--- config.mk ---
export PLATFORM = sky130hd
export DESIGN_NAME = rdn_in_ctrl_unit
export DESIGN_NICKNAME = d
export VERILOG_FILES = /design/src/rtl/rdn_in_ctrl_unit.sv
export SDC_FILE = /design/constraint.sdc
export NUM_CORES = 1
export LEC_CHECK = 0
export BUFFER_PORTS_ARGS = -buffer_cell sky130_fd_sc_hd__buf_2
export CELL_PAD_IN_SITES_DETAIL_PLACEMENT = 1
export CELL_PAD_IN_SITES_GLOBAL_PLACEMENT = 1
export CORE_AREA = 2 2 261 263
export DETAILED_ROUTE_END_ITERATION = 12
export DIE_AREA = 0 0 263 265
export HOLD_SLACK_MARGIN = 0.02
export PLACE_DENSITY_LB_ADDON = 0.3
export SYNTH_ARGS = -nofsm -noshare
export SYNTH_HDL_FRONTEND = slang
export SYNTH_SLANG_ARGS = --single-unit
--- constraint.sdc ---
create_clock -name clk -period 3.02 [get_ports clk]
set_clock_uncertainty 0.2 [all_clocks]
set_input_delay 0.151 -clock clk [delete_from_list [all_inputs] [get_ports clk]]
set_output_delay 0.151 -clock clk [all_outputs]
set_load 0.05 [all_outputs]
--- src/rtl/rdn_in_ctrl_unit.sv ---
// rdn_in_ctrl_unit: captures one HEU output vector and streams it
// word by word to the RDN pipeline, then waits for rdn_done.
// Ports:
//   clk, rst_n               clock, async active-low reset
//   heu_out_ready, heu_data  incoming vector handshake and payload
//   rdn_in_ready             high in IDLE; vector transfer qualifier
//   word_valid/word_ready    outgoing word stream handshake
//   word_data/idx/last       current word, its index, last-word flag
//   rdn_done                 RDN finished the vector (WAIT_DONE only)
//   busy                     a vector is held
module rdn_in_ctrl_unit #(
  parameter  int DATA_WIDTH = 8,
  parameter  int DEPTH      = 80,
  localparam int IDX_W      = $clog2(DEPTH)
) (
  input  logic                        clk,
  input  logic                        rst_n,
  input  logic                        heu_out_ready,
  input  logic [DEPTH*DATA_WIDTH-1:0] heu_data,
  output logic                        rdn_in_ready,
  output logic                        word_valid,
  input  logic                        word_ready,
  output logic [DATA_WIDTH-1:0]       word_data,
  output logic [IDX_W-1:0]            word_idx,
  output logic                        word_last,
  input  logic                        rdn_done,
  output logic                        busy
);

  typedef enum logic [1:0] {
    IDLE,
    STREAM,
    WAIT_DONE
  } state_t;

  localparam logic [IDX_W-1:0] LAST = IDX_W'(DEPTH - 1);

  state_t                state_q, state_d;
  logic [IDX_W-1:0]      cnt_q, cnt_d;
  logic [DATA_WIDTH-1:0] buf_q [DEPTH];
  logic                  load;

  always_comb begin
    state_d      = state_q;
    cnt_d        = cnt_q;
    load         = 1'b0;
    rdn_in_ready = 1'b0;
    word_valid   = 1'b0;
    word_idx     = '0;
    word_last    = 1'b0;
    word_data    = buf_q[0];
    unique case (state_q)
      IDLE: begin
        rdn_in_ready = 1'b1;
        if (heu_out_ready) begin
          load    = 1'b1;
          cnt_d   = '0;
          state_d = STREAM;
        end
      end
      STREAM: begin
        word_valid = 1'b1;
        word_idx   = cnt_q;
        word_data  = buf_q[cnt_q];
        word_last  = (cnt_q == LAST);
        if (word_ready) begin
          if (cnt_q == LAST) begin
            cnt_d   = '0;
            state_d = WAIT_DONE;
          end else begin
            cnt_d = cnt_q + 1'b1;
          end
        end
      end
      WAIT_DONE: begin
        if (rdn_done) state_d = IDLE;
      end
      default: state_d = IDLE;
    endcase
  end

  assign busy = (state_q != IDLE);

  always_ff @(posedge clk or negedge rst_n) begin
    if (!rst_n) begin
      state_q <= IDLE;
      cnt_q   <= '0;
    end else begin
      state_q <= state_d;
      cnt_q   <= cnt_d;
    end
  end

  // heu_data is only looked at on the transfer edge
  always_ff @(posedge clk or negedge rst_n) begin
    if (!rst_n) begin
      for (int i = 0; i < DEPTH; i++) buf_q[i] <= '0;
    end else if (load) begin
      for (int i = 0; i < DEPTH; i++)
        buf_q[i] <= heu_data[i*DATA_WIDTH +: DATA_WIDTH];
    end
  end

endmodule

==> metrics.md <==
| Metric | Value |
|---|---|
| Routability congestion estimate from global placement | 0.887 |
| Fmax | between 200 and 300 MHz |
| DRC viols | 0 |
| Final Worst Setup Slack | -0.761 ns |
| Final cell count without fillers | about 4400 |
| Peak supply drop | 0.588 mV |
| Final nets | 4047 |
| CP Launch Type | register |
| PortBufs | 663 |
| Status | finished, violations left |
| Vias/cell | 6.29 |
| Capture point of the critical path | word_data[0] |
| Router iterations before antenna repair | 6 |
| Setup Crit Path Kind | register to output pin |
| Total clock sinks | 649 |
| Synth Instances | 1974 |
| Sw Share | between 30% and 40% |
| Clock Power Share | 32.1% |
| RSZ-0062 raised after global routing | true |
| Layout cells sized above 1 | between 50% and 60% |
| Hold crit path type | input port to register |
| Vias in the first global route | 30141 |
| Syn-to-layout area delta | 53.9% |
| Core area | 0.0668 mm² |
| Die W | between 200 and 300 µm |
| # Max-Cap Violations | 0 |
| DP Cell Count | 3479 |
| H-tree Lvls | 3 |
| Synth cell types | 48 |
| Die area | 0.0697 mm² |
| Clk slew on worst S/H paths | 0.07 ns |
| Effective utilization at floorplan | around 45% |
| CP arrival | 3.43 ns |
| Failing checks | setup timing |
| Synthesized flop and latch total | 649 |
| DR WL/cell | 38.8 µm |
| Clock Latency Late Sink | 0.62 ns |
| Mapped cell area | 0.0298 mm² |
| Worst-margin pin slew | 0.742 ns |
| Final ANT Viol Nets | 0 |
| R2r worst-path depth | 9 |
| Setup WS pre-CTS | -0.0305 ns |
| HPWL after detailed placement | 79.1 mm |
| Most frequent cells in the layout | mux2_2 (658), dlygate4sd3_1 (655), buf_2 (652) |
| Ys async rst share | 100% |
| Max_slew headroom | 50.4% |
| Power per cell area | approximately 700 mW/mm² |
| Post-synth EDFFs | 0 |
| Initial DRC count | 2771 |
| Sequential fraction of the synthesis area | 54.5% |
| Clock Path Buffers | 3 |
| Gate power share | 35.0% |
| Commonest non-fill, non-tap cell in the layout | mux2_2 |
| Origin of the worst setup path | cnt_q[1] |
| Most used DFF post-synth | dfrtp_1 |
| WL final | ~170 mm |
| R2r endpoint | state_q[1] |
| CTS tree | yes |
| Reg-to-reg slack, setup | 0.10 ns |
| Switching power | 11400 µW |
| # setup viols final | 9 |
| Largest net degree at the start of global routing | roughly 110 |
| Cell chosen for the clock root | clkbuf_16 |
| All-Layer GR Usage | 41.8% |
| Routed via count | 27692 |
| Die Height | 265 µm |
| Final Max Tran Viols | 0 |
| First-pass GRT wire length | 212 mm |
| Reg power frac | about a third |
| Hold Fails Final Rpt | 0 |
| Syn nets | 2620 |
| Leakage | 0.0212 µW |
| Mean Syn Cell Area | approximately 15 µm² |
| GR Overflow Total | 0 |
| R2R Path Start | cnt_q[0] |
| CP Max Fanout | 8 |
| Worst setup EP type | output pin |
| Site row count | 95 |
| Crit share post-route | 125% |
| Tot Pwr | 31400 µW |
| Min cycle time layout | 3.78 ns |
| Num CTS Buffers | 73 |
| Initial antenna violation count | 54 |
| Internal power | 20000 µW |
| Syn. warnings | 0 |
| # IOs | 664 |
| CP required | 2.67 ns |
-- synthesized netlist by cell type, types with 4 or more instances --
cell type | count | share of area, %
a211oi_1 | 23 | 0.58
a21oi_1 | 25 | 0.42
a221oi_1 | 4 | 0.12
a22o_1 | 9 | 0.26
a22oi_1 | 53 | 1.3
a31oi_1 | 5 | 0.11
and2_1 | 8 | 0.17
buf_2 | 88 | 1.5
buf_4 | 11 | 0.28
buf_6 | 12 | 0.45
clkbuf_1 | 27 | 0.34
dfrtp_1 | 649 | 55
inv_1 | 6 | 0.076
mux2_2 | 658 | 25
mux2i_1 | 121 | 4.1
mux4_2 | 92 | 7.0
nand2_1 | 26 | 0.33
nand3_1 | 9 | 0.15
nor2_1 | 22 | 0.28
nor2b_1 | 31 | 0.65
o2111ai_1 | 12 | 0.35
o211ai_1 | 6 | 0.15
o211ai_2 | 6 | 0.25
o21ai_0 | 14 | 0.24
o22ai_1 | 8 | 0.17
o31ai_1 | 4 | 0.10
o41ai_1 | 9 | 0.26
or4_1 | 7 | 0.18
-- cells by family after synthesis --
family | share of synthesized area [%]
AOI/OAI and AO/OA | 4.54
xor gates and xnor gates | 0.0294
adders and majority gates | 0.0420
buffers and inverters | 2.82
DFF | 54.5
muxes | 36.0
and+or+nand+nor | 2.08
-- repair_timing --
item | CTS | global route
gates resized for setup | 96 | 109
hold endpoints to repair | 1216 | 0
pin swaps | 34 | 64
gates cloned | 13 | 5
buffers inserted | 22 | 30
endpoints found under the setup margin | 9 | 9
hold buffers | 656 | 0
-- layer usage --
| metal | vias to the layer above | part of all wire [%] | GRT usage, % |
|---|---|---|---|
| met5 | - | 0.11 | 0 |
| met4 | 28 | 11 | 30.7 |
| met3 | 1095 | 9.9 | 9.46 |
| met2 | 2385 | 47 | 73.0 |
| met1 | 13834 | 32 | 44.5 |
| li1 | 10350 | - | - |
-- through the flow --
stage | hold WS (ns) | setup TNS (ns) | util, % | cell area (µm²)
after floorplan | -0.345 | 0 | - | 29800
after global placement | 0.0509 | -0.00487 | 52.0 | 34800
after detailed placement | 0.0560 | -0.0361 | 52.0 | 34800
after CTS | 0.0596 | -3.02 | 67.1 | 44800
after global routing | 0.110 | -4.82 | 68.6 | 45800
final | 0.0928 | -4.77 | 68.6 | 45800
-- power by group through the flow --
stage / registers, µW / clock network (µW) / logic [µW]
2_1_floorplan: 9880 / 0 / 4420
3_3_place_gp: 10100 / 0 / 7240
3_5_place_dp: 10200 / 0 / 7410
4_1_cts: 10100 / 9530 / 9190
5_1_grt: 10400 / 10300 / 11100
6_report: 10300 / 10100 / 11000
-- area by class of cell --
type	count	area [µm²]
inverters	6	22.5
flip-flops and latches	649	16300
multi-input cells	1180	13600
clock inverters	30	455
repair buffers	1491	12200
fillers	6117	21000
clock buffers	100	2070
well taps	873	1090
diodes	72	180
-- worst min-delay path by stage --
stage	slack, ns	from	cells after the start	to
after CTS	0.06	heu_data[167]	3	buf_q[479]
after global placement	0.05	rst_n	1	buf_q[346]
after floorplan	-0.34	rst_n	0	buf_q[0]
after detailed placement	0.06	rst_n	1	buf_q[346]
final	0.09	heu_data[615]	3	buf_q[31]
after global routing	0.11	heu_data[633]	3	buf_q[1]
-- critical path, cell delays in order (launching register included) --
cell      delay (ns)
dfrtp_4         0.51
buf_12          0.16
buf_16          0.16
buf_8           0.14
buf_8           0.13
nor2b_1         0.58
a211oi_4        0.11
o41ai_2         0.39
buf_4           0.19
o22ai_4         0.10
o211ai_4        0.17
buf_12          0.18
-- flip-flops by register name (all words and copies together), names as in the netlist --
signal and flops:
state_q 2, buf_q 640, cnt_q 7
(Power assumes the default switching activity.)
